--- src/rtl/bch_gf_pkg.sv ---
// GF(2^13) arithmetic helpers for the BCH syndrome datapath.
// All functions use fixed loop bounds so constant arguments fold into XOR networks.
package bch_gf_pkg;

  localparam int              GF_M     = 13;
  localparam logic [GF_M-1:0] GF_POLY  = 13'h001B;
  localparam int unsigned     GF_ORDER = 8191;

  // Multiply by alpha: shift left and reduce modulo the primitive polynomial.
  function automatic logic [GF_M-1:0] gf_xtime(input logic [GF_M-1:0] a);
    return {a[GF_M-2:0], 1'b0} ^ (a[GF_M-1] ? GF_POLY : '0);
  endfunction

  function automatic logic [GF_M-1:0] gf_mul(input logic [GF_M-1:0] a,
                                             input logic [GF_M-1:0] b);
    logic [GF_M-1:0] p;
    logic [GF_M-1:0] s;
    p = '0;
    s = a;
    for (int i = 0; i < GF_M; i++) begin
      if (b[i]) p = p ^ s;
      s = gf_xtime(s);
    end
    return p;
  endfunction

  function automatic logic [GF_M-1:0] gf_alpha_pow(input int unsigned k);
    logic [GF_M-1:0] r;
    logic [GF_M-1:0] base;
    logic [GF_M-1:0] e;
    r    = GF_M'(1);
    base = GF_M'(2);
    e    = GF_M'(k % GF_ORDER);
    for (int i = 0; i < GF_M; i++) begin
      if (e[i]) r = gf_mul(r, base);
      base = gf_mul(base, base);
    end
    return r;
  endfunction

  function automatic logic [GF_M-1:0] gf_mul_const(input logic [GF_M-1:0] a,
                                                   input int unsigned k);
    return gf_mul(a, gf_alpha_pow(k));
  endfunction

endpackage

--- src/rtl/gf_const_mul.sv ---
// Combinational GF(2^13) multiply by the constant alpha^K.
module gf_const_mul
  import bch_gf_pkg::*;
#(
  parameter int K = 1
) (
  input  logic [GF_M-1:0] a,
  output logic [GF_M-1:0] c
);

  assign c = gf_mul_const(a, K);

endmodule

--- src/rtl/bch_syndrome_calc.sv ---
// Serial BCH syndrome generator: Horner evaluation of r(x) at alpha^1..alpha^2T,
// one received bit per cycle, result held in a handshaked output register.
module bch_syndrome_calc
  import bch_gf_pkg::*;
#(
  parameter int M = 13,
  parameter int T = 8,
  parameter int N = 8191
) (
  input  logic               clk,
  input  logic               rst,
  input  logic               in_valid,
  output logic               in_ready,
  input  logic               in_bit,
  input  logic               in_last,
  output logic               out_valid,
  input  logic               out_ready,
  output logic [2*T*M-1:0]   out_synd,
  output logic               out_nonzero,
  output logic               out_len_err
);

  localparam int               NS      = 2 * T;
  localparam int               CNT_W   = 13;
  localparam logic [CNT_W-1:0] CNT_MAX = '1;
  localparam logic [CNT_W-1:0] N_CNT   = CNT_W'(N);

  logic [M-1:0]      acc_q   [NS];
  logic [M-1:0]      acc_d   [NS];
  logic [M-1:0]      acc_mul [NS];
  logic [NS*M-1:0]   synd_new;
  logic [CNT_W-1:0]  cnt_q, cnt_d;
  logic              ovf_q, ovf_d;
  logic              first_q, first_d;
  logic              out_valid_q, out_valid_d;
  logic [NS*M-1:0]   out_synd_q, out_synd_d;
  logic              out_nonzero_q, out_nonzero_d;
  logic              out_len_err_q, out_len_err_d;
  logic              xfer;
  logic              out_take;

  assign in_ready = !out_valid_q || out_ready;
  assign xfer     = in_valid && in_ready;
  assign out_take = out_valid_q && out_ready;

  // Zeroing after the multiplier is equivalent to zeroing its input (0 * x = 0).
  generate
    for (genvar gi = 0; gi < NS; gi++) begin : g_synd
      gf_const_mul #(.K(gi + 1)) u_mul (
        .a (acc_q[gi]),
        .c (acc_mul[gi])
      );
      assign synd_new[gi*M +: M] = (first_q ? '0 : acc_mul[gi]) ^ {{(M-1){1'b0}}, in_bit};
    end
  endgenerate

  always_comb begin
    for (int j = 0; j < NS; j++) acc_d[j] = acc_q[j];
    cnt_d         = cnt_q;
    ovf_d         = ovf_q;
    first_d       = first_q;
    out_valid_d   = out_valid_q;
    out_synd_d    = out_synd_q;
    out_nonzero_d = out_nonzero_q;
    out_len_err_d = out_len_err_q;

    if (xfer) begin
      for (int j = 0; j < NS; j++) acc_d[j] = synd_new[j*M +: M];
      first_d = in_last;
      if (first_q) begin
        cnt_d = CNT_W'(1);
        ovf_d = 1'b0;
      end else if (cnt_q == CNT_MAX) begin
        // The sticky overflow keeps saturated overlength words from matching N.
        ovf_d = 1'b1;
      end else begin
        cnt_d = cnt_q + 1'b1;
      end
    end

    if (xfer && in_last) begin
      out_valid_d   = 1'b1;
      out_synd_d    = synd_new;
      out_nonzero_d = |synd_new;
      out_len_err_d = (cnt_d != N_CNT) || ovf_d;
    end else if (out_take) begin
      out_valid_d = 1'b0;
    end
  end

  always_ff @(posedge clk) begin
    if (rst) begin
      for (int j = 0; j < NS; j++) acc_q[j] <= '0;
      cnt_q         <= '0;
      ovf_q         <= 1'b0;
      first_q       <= 1'b1;
      out_valid_q   <= 1'b0;
      out_synd_q    <= '0;
      out_nonzero_q <= 1'b0;
      out_len_err_q <= 1'b0;
    end else begin
      for (int j = 0; j < NS; j++) acc_q[j] <= acc_d[j];
      cnt_q         <= cnt_d;
      ovf_q         <= ovf_d;
      first_q       <= first_d;
      out_valid_q   <= out_valid_d;
      out_synd_q    <= out_synd_d;
      out_nonzero_q <= out_nonzero_d;
      out_len_err_q <= out_len_err_d;
    end
  end

  assign out_valid   = out_valid_q;
  assign out_synd    = out_synd_q;
  assign out_nonzero = out_nonzero_q;
  assign out_len_err = out_len_err_q;

endmodule
--- config.mk ---
export PLATFORM = sky130hd
export DESIGN_NAME = bch_syndrome_calc
export DESIGN_NICKNAME = d
export VERILOG_FILES = /design/src/rtl/bch_gf_pkg.sv /design/src/rtl/gf_const_mul.sv /design/src/rtl/bch_syndrome_calc.sv
export SDC_FILE = /design/constraint.sdc
export NUM_CORES = 1
export LEC_CHECK = 0
export BUFFER_PORTS_ARGS = -buffer_cell sky130_fd_sc_hd__buf_2
export CORE_AREA = 10 10 212 264
export CTS_CLUSTER_SIZE = 12
export DETAILED_ROUTE_END_ITERATION = 8
export DIE_AREA = 0 0 222 274
export HOLD_SLACK_MARGIN = 0.02
export SYNTH_ARGS = -nofsm -noshare
export SYNTH_HDL_FRONTEND = slang
export SYNTH_SLANG_ARGS = --single-unit
--- constraint.sdc ---
create_clock -name clk -period 4.3 [get_ports clk]
set_clock_uncertainty 0.05 [all_clocks]
set_input_delay 0.645 -clock clk [delete_from_list [all_inputs] [get_ports clk]]
set_output_delay 0.645 -clock clk [all_outputs]
set_load 0.1 [all_outputs]
After elaboration in Yosys (flattened, before gate mapping)
Memory sizes are Yosys's and may differ from the RTL's. Index checks and enable logic that the tools add are counted. W data, S select, Z words.

Bits in read-only memories: 0. Memories: 1. Bits in latches: 0. Flip-flop bits (word level): 226. Bits in writable memories: 208. Input port bits: 6.

Order comparisons: 0. Multiply operators: 0. Reduce and logical (&&, ||, !) cells: 8. Div/mod/pow operators: 0. Add/sub/neg operators: 1. Eq/ne operators: 2. Shifts and indexed selects: 0. Muxes and demuxes: 144. Bitwise logic cells: 144.

Memory list: acc_q (depth 16, width 13, read ports 16, clocked after memory_dff 0, wr ports 16, RTL line bch_syndrome_calc.sv:28) `logic [M-1:0] acc_q [NS];`.

Operator list (number): $xor A13 B13 Y13 (71); $xor A13 B5 Y13 (41); $mux W5 (100); $mux W13 (35); $mux W208 (1); $reduce_or A208 Y1 (1); $xor A13 B1 Y13 (16); $or A1 B1 Y1 (16); $add A13 B1 Y13 const B (1); $eq A13 B13 Y1 const B (1); $ne A13 B13 Y1 const B (1); $mux W1 (8); $logic_and A1 B1 Y1 (3); $logic_or A1 B1 Y1 (2); $reduce_bool A2 Y1 (1); $logic_not A1 Y1 (1).

Longest topological paths before layout
Gate-level depths: netlist (run 1). An unclocked memory read counts as a cell.

Word-level depth: 29. Mapped depth: 9. Gate-level depth less buffers: 7.

Modules after synthesis
From an unflattened synthesis (run 1), not the netlist that was laid out.

Cells, all modules: 2589. Area, all modules: 20757.4 um^2.

Modules (own cells, without submodules): bch_syndrome_calc (cells an instance 2230, times used 1, area an instance 17068.9 um^2); gf_const_mul (g_synd[15].u_mul) (cells an instance 34, times used 1, area an instance 406.6 um^2); gf_const_mul (g_synd[12].u_mul) (cells an instance 33, times used 1, area an instance 381.6 um^2); gf_const_mul (g_synd[13].u_mul) (cells an instance 31, times used 1, area an instance 374.1 um^2); gf_const_mul (g_synd[14].u_mul) (cells an instance 30, times used 1, area an instance 361.6 um^2); gf_const_mul (g_synd[11].u_mul) (cells an instance 26, times used 1, area an instance 306.5 um^2); gf_const_mul (g_synd[10].u_mul) (cells an instance 27, times used 1, area an instance 271.5 um^2); gf_const_mul (g_synd[9].u_mul) (cells an instance 25, times used 1, area an instance 229.0 um^2); gf_const_mul (g_synd[8].u_mul) (cells an instance 24, times used 1, area an instance 209.0 um^2); gf_const_mul (g_synd[6].u_mul) (cells an instance 21, times used 1, area an instance 187.7 um^2); gf_const_mul (g_synd[7].u_mul) (cells an instance 19, times used 1, area an instance 163.9 um^2); gf_const_mul (g_synd[4].u_mul) (cells an instance 18, times used 1, area an instance 158.9 um^2); gf_const_mul (g_synd[2].u_mul) (cells an instance 13, times used 1, area an instance 150.1 um^2); gf_const_mul (g_synd[5].u_mul) (cells an instance 17, times used 1, area an instance 143.9 um^2); +3 rows.

Worst setup path after synthesis (run 1)
No wires, ideal clock.

Path type: register -> register. From: reg out_valid_q, in the netlist out_valid. To: reg out_synd_q[68], in the netlist out_synd[68]. Period minus slack after synthesis: 3.361 ns. Data arrival time: 3.240 ns. Cell stages (with the launch flop): 9. Path buffers: 3. Library setup time: 0.070 ns. Data required time: 4.180 ns. Setup slack: 0.939 ns. Path through: dfxtp_1 > nand2b_1 > and2_1 > clkbuf_1 > nand2_1 > clkbuf_1 > buf_1 > nand2_1 > a21oi_1.

Cells in the longest elaborated chain, start to end: 4.

Ends and longest elaborated chain: start, declared (RTL line bch_syndrome_calc.sv:35) `logic out_valid_q, out_valid_d;`; start signal, assigned (RTL line bch_syndrome_calc.sv:106) `out_valid_q <= out_valid_d;`; $logic_not A1 Y1 (RTL line bch_syndrome_calc.sv:42) `assign in_ready = !out_valid_q || out_ready;`; $logic_or A1 B1 Y1 (RTL line bch_syndrome_calc.sv:42); net in_ready (RTL line bch_syndrome_calc.sv:13) `output logic in_ready,`; $logic_and A1 B1 Y1 (RTL line bch_syndrome_calc.sv:43) `assign xfer = in_valid && in_ready;`; $logic_and A1 B1 Y1 (RTL line bch_syndrome_calc.sv:81) `if (xfer && in_last) begin`; end signal, assigned (RTL line bch_syndrome_calc.sv:107) `out_synd_q <= out_synd_d;`; end, declared (RTL line bch_syndrome_calc.sv:36) `logic [NS*M-1:0] out_synd_q, out_synd_d;`.

The timed path passes the listed nets, and every way through them passes these cells. A chain may end at the register's enable or synchronous reset.

Final worst setup path (run 1)
From: reg first_q. To: reg out_nonzero_q, in the netlist out_nonzero.

Cells in the longest elaborated chain, start to end: 3. Elaborated cells on any way between the ends: 33.

Ends and longest elaborated chain: start, declared (RTL line bch_syndrome_calc.sv:34) `logic first_q, first_d;`; start signal, assigned (RTL line bch_syndrome_calc.sv:105) `first_q <= first_d;`; $mux W13 (RTL line bch_syndrome_calc.sv:53) `assign synd_new[gi*M +: M] = (first_q ? '0 : acc_mul[gi]) ^ {{(M-1){1'b0}}, in_bit};`; $xor A13 B1 Y13 (RTL line bch_syndrome_calc.sv:53); $reduce_or A208 Y1 * (RTL line bch_syndrome_calc.sv:84) `out_nonzero_d = |synd_new;`; end signal, assigned (RTL line bch_syndrome_calc.sv:108) `out_nonzero_q <= out_nonzero_d;`; end, declared (RTL line bch_syndrome_calc.sv:37) `logic out_nonzero_q, out_nonzero_d;`.

Every way passes the cells marked *; elsewhere a longest branch is shown, timed or not.

==> results.toml, run 1 <==
[clocking]
cts_resized = 0
cts_root_buf = "clkbuf_16"
cts_tree = "done"
cts_hold_buf = 0
worstSkewPairLatency_ns = 0.59
numCtsBuffers = 46
clkTransAtPathRegs_ns = 0.06
htree_levels = 2
cts_buffer_depth = 3
cts_setup_buffers = 0
cts.sinks = 434

[drt]
ant_nets = 0
drtPass1Iterations = 5
drc = 0
vias = 17300
drt-total-wl_mm = 61.4
wl_per_cell_um = 18.3
vias_per_cell = 5.14
drtIter0Drc = 1315

[die]
die_x_um = 222
start_util_pct = 39.3
pin_count = 218
die_height_um = 274
core_area_sq_um = 51000
fp.dieArea_sq_um = 60800
rows = 93

[worst_setup_path]
rr_worst_depth = 6
rrSetupSlack_ns = 1.25
worst_ep_required_time_ns = 4.70
cp-end-kind = "flip-flop"
r2r-end = "out_nonzero"
path_max_fanout = 94
startpoint_type = "flip-flop"
critPathKind = "reg -> reg"
timing.rr.start = "first_q"
cp.arrival_ns = 3.45

[run]
max_cap_viol_count = 0

[final_layout]
fillCellCount = 5201
nNetsFinal = 2675
drive_above_1_share_pct = 11.5
fin_util_pct = 44.8
layout_commonest_cell = "nand2_1"
antenna-diode-count = 0
syn2layout_area_growth_pct = 14.0
mostFrequentLayoutCells = "nand2_1 (766), dfxtp_1 (433), a21oi_1 (403)"

[synthesis]
synth_fp_nets = 2591
ys_seq_elements = 434
synthCells = 2584
yosysSeqAreaShare_pct = 43.4
synth_cell_types = 51
synth-edff-count = 0
avgSynthCellArea_sq_um = 7.75
syn_area_sq_um = 20000
ys_warn_count = 0
synth_top_flop_cell = "dfxtp_1"
async_reset_ff_share_pct = 0

[hold_path]
hold_path_end = "out_synd[151]"
hold_path_depth = 2
hold_path.class = "reg -> reg"
min_from = "out_synd[151]"

[power]
ir_drop_uv = 255
p_leak_nw = 8.06
total_power_mw = 8.63
p_per_area_nw_per_um2 = 378

[timing]
rsz0062_at_grt = "false"
fin_crit_sh_pct = 71.0
fin_worst_hold_slack_ns = 0.399
fmax_ghz = 0.328
tightestPinTransition_ns = 0.949
setup_viol = 0
min_period_ns = 3.05
hold_violations = 0
final_max_slew_viol_count = 0
tns_ns = 0
maxSlewHeadroom_pct = 36.8

[global_route]
grt_max_degree = 138
grt_pass1_wl_mm = 95.6
gr-total-overflow = 0
gr-usage-all-layers_pct = 19.3
antenna_found_initial = 0
grt_pass1_vias = 16600

[outcome]
status = "complete, no violations"

[place]
place.gp.congestion = 0.861
dp_hpwl_mm = 43.1
port_buffers = 217
## cell families (layout without fill, tap and decap cells)
| group | count (synthesis) | count (layout) | synth area share (%) |
|---|---|---|---|
| AND/OR/NAND/NOR | 1159 | 1159 | 23.8 |
| AO/OA/AOI/OAI | 475 | 475 | 12.8 |
| flip-flops | 434 | 434 | 43.4 |
| XOR/XNOR | 318 | 318 | 16.0 |
| buffers and inverters | 197 | 310 | 4.00 |
| adder cells (fa/ha/maj) | 1 | 1 | 0.0625 |
## critical path, stage by stage (launching register included)
cell	delay [ns]
dfxtp_4	0.96
buf_12	0.41
nor2_1	0.15
nor4_1	0.46
nand4_1	0.27
nor4_1	0.36
a41oi_1	0.15
## layout make-up
cell class | instances | area [sq um] | area share [%]
multi-input combinational | 1953 | 10500 | 46.2
sequential | 434 | 8690 | 38.1
clock buffer | 66 | 1320 | 5.77
timing repair buffer | 233 | 1320 | 5.77
tap | 665 | 832 | 3.65
clock inverter | 11 | 105 | 0.461
## synthesized netlist by cell type, types with 2 or more instances
cell      instances  area share [%]
a211oi_1         35             1.3
a21oi_1         403              10
a31o_2            3            0.13
a31oi_1           5            0.16
a41oi_1           7            0.31
and2_1            2           0.063
and3_1            6            0.19
buf_1             7            0.13
buf_6             5            0.28
clkbuf_1        182             3.4
clkbuf_8          2            0.14
dfxtp_1         434              43
nand2_1         768              14
nand2b_1          3           0.094
nand3_1          13            0.33
nand4_1          13            0.41
nand4b_1          5            0.22
nor2_1          228             4.3
nor2b_1          53             1.7
nor3_1           15            0.38
nor3b_1           2           0.075
nor4_1           29            0.91
nor4b_1           2           0.088
o21a_1            3            0.11
o21ai_0           7            0.18
o22ai_1           2           0.063
or3_1             9            0.28
or4_1             5            0.19
xnor2_1         220             9.6
xnor3_1          28             3.2
xor2_1           68             3.0
## registers in the layout (all words and copies together) (netlist names)
register and flops:
acc_q 208, cnt_q 13, first_q 1, out_len_err 1, out_nonzero 1, out_synd 208, out_valid 1, ovf_q 1
## stage by stage
step	instances	worst slack (ns)	instance area (sq um)
finish	3362	1.25	22800
global route	3362	1.11	22800
CTS	3362	1.30	22800
detailed placement	3285	1.30	21400
global placement	3285	1.27	21400
floorplan	2584	0.939	20000
## worst max path at each step
| stage | slack (ns) | cells after the start | from | endpoint |
|---|---|---|---|---|
| floorplan | 0.94 | 8 | out_valid | out_synd[68] |
| global placement | 1.27 | 6 | first_q | out_nonzero |
| detailed placement | 1.30 | 8 | in_bit | out_nonzero |
| CTS | 1.30 | 6 | first_q | out_nonzero |
| global route | 1.11 | 6 | first_q | out_nonzero |
| finish | 1.25 | 6 | first_q | out_nonzero |
## per-layer routing
metal / global-route usage, % / vias up / wire (um)
met5: 0 / - / 0
met2: 33.7 / 412 / 30300
met3: 3.31 / 94 / 3020
li1: - / 8582 / -
met4: 6.06 / 0 / 1610
met1: 23.7 / 8203 / 26400
## power by group
| part | switching (mW) | internal, mW | leakage [nW] | total [mW] |
|---|---|---|---|---|
| clock | 1.66 | 2.18 | 0.698 | 3.84 |
| combinational | 0.515 | 0.160 | 3.85 | 0.675 |
| sequential | 0.0522 | 4.06 | 3.50 | 4.11 |
| total | 2.23 | 6.40 | 8.06 | 8.63 |
(Power assumes the default switching activity.)
==> inputs of run 2 (changes only) <==
==> constraint.sdc (replaced) <==
create_clock -name clk -period 2.55 [get_ports clk]
set_clock_uncertainty 0.05 [all_clocks]
set_input_delay 0.3825 -clock clk [delete_from_list [all_inputs] [get_ports clk]]
set_output_delay 0.3825 -clock clk [all_outputs]
set_load 0.1 [all_outputs]
==> run 2 against run 1 <==
Effect of this change:
- hold slack worse by 0.31 ns
- register-to-register slack worse by 1.1 ns
- sequential cell count unchanged
- largest power group unchanged
- highest routed layer unchanged
==> results.toml, run 2 (synthesis results as in run 1) <==
[clocking]
cts_root_buf = "clkbuf_16"
htree_levels = 2
worstSkewPairLatency_ns = 0.58
numCtsBuffers = 46
cts_tree = "done"
cts_hold_buf = 0
cts_buffer_depth = 3
cts.sinks = 434
clkTransAtPathRegs_ns = 0.06

[global_route]
grt_max_degree = 99
gr-total-overflow = 0
antenna_found_initial = 0
gr-usage-all-layers_pct = 19.8
grt_pass1_wl_mm = 98.3
grt_pass1_vias = 17300

[final_layout]
nNetsFinal = 2761
multi_input_area_sq_um = 10700
drive_above_1_share_pct = 14.8
layout_commonest_cell = "nand2_1"
register_area_sq_um = 8700
mostFrequentLayoutCells = "nand2_1 (766), dfxtp_1 (430), a21oi_1 (403)"
antenna-diode-count = 0
syn2layout_area_growth_pct = 18.6
fillCellCount = 5155
fin_util_pct = 46.6

[drt]
drtPass1Iterations = 5
ant_nets = 0
wl_met2_mm = 31.3
vias = 17500
drt-total-wl_mm = 62.7
wl_per_cell_um = 18.2
routed.top_layer = "met4"
drtIter0Drc = 1166
wl_met3_mm = 2.87
vias_per_cell = 5.07
wl_met1_mm = 26.3
drc = 0

[worst_setup_path]
timing.rr.start = "acc_q[0][60]"
path_max_fanout = 5
critPathKind = "reg -> reg"
cp-end-kind = "flip-flop"
r2r-end = "out_nonzero"
rr_worst_depth = 7
rrSetupSlack_ns = 0.12
startpoint_type = "flip-flop"
worst_ep_required_time_ns = 2.95
cp.arrival_ns = 2.83

[die]
die_height_um = 274
die_x_um = 222
core_area_sq_um = 51000
fp.dieArea_sq_um = 60800
rows = 93
start_util_pct = 39.3
pin_count = 218

[run]
max_cap_viol_count = 0

[timing]
tightestPinTransition_ns = 0.603
hold_violations = 0
fin_crit_sh_pct = 95.3
final_max_slew_viol_count = 0
min_period_ns = 2.43
rsz0062_at_grt = "false"
fmax_ghz = 0.411
maxSlewHeadroom_pct = 59.7
setup_viol = 0

[hold_path]
hold_path.class = "in -> reg"
hold_path_depth = 3
min_from = "out_ready"
hold_path_end = "out_valid"

[place]
dp_hpwl_mm = 45.3
port_buffers = 217
place.gp.congestion = 0.881

[power]
total_power_mw = 14.8
p_leak_nw = 8.56
ir_drop_uv = 379
p_per_area_nw_per_um2 = 625

[outcome]
status = "complete, no violations"
run 2: worst max-delay path, stage by stage, from the launching register on:
cell       delay (ns)
dfxtp_1          0.36
or3_1            0.38
a22oi_1          0.35
o221ai_1         0.23
nor4_2           0.25
o2111ai_1        0.27
nor4_4           0.28
a41oi_2          0.13
run 2: layer usage:
metal | vias to the layer above | global-route usage (%)
met4 | 0 | 7.56
met2 | 402 | 34.9
li1 | 8750 | -
met1 | 8226 | 23.7
met5 | - | 0
met3 | 102 | 3.30
run 2: cell type report:
class	count	area share, %
timing repair buffer	319	8.81
multi-input combinational	1953	44.9
clock inverter	4	0.190
clock buffer	75	5.96
sequential	434	36.6
tap	665	3.51
run 2: worst max path at each step:
stage,from,to
after floorplan,acc_q[1][53],out_nonzero
after global placement,first_q,out_nonzero
after detailed placement,acc_q[1][53],out_nonzero
after CTS,acc_q[1][78],out_nonzero
after global routing,acc_q[1][25],out_nonzero
final,acc_q[0][60],out_nonzero
run 2: per-stage QoR:
step | setup slack (ns) | hold WS, ns | instance area, sq um | TNS (ns) | instances
2_1_floorplan | 0.0257 | 0.388 | 20000 | 0 | 2584
5_1_grt | 0.0180 | 0.0779 | 23700 | 0 | 3450
3_5_place_dp | -0.0336 | 0.394 | 22200 | -0.0336 | 3369
3_3_place_gp | -0.113 | 0.392 | 22200 | -0.113 | 3369
4_1_cts | 0.0175 | 0.0489 | 23600 | 0 | 3448
6_report | 0.120 | 0.0851 | 23700 | 0 | 3450
run 2: report_power, final:
part	switching, mW	internal, mW	total [mW]
combinational	0.938	0.360	1.30
clock	2.78	3.86	6.64
sequential	0.0580	6.84	6.90
total	3.78	11.1	14.8
run 2: what timing repair did:
| item | 4_1_cts | 5_1_grt |
|---|---|---|
| setup buffers | 0 | 2 |
| setup endpoints to repair | 1 | 1 |
| resized for setup | 2 | 16 |
| pin swaps | 3 | 2 |
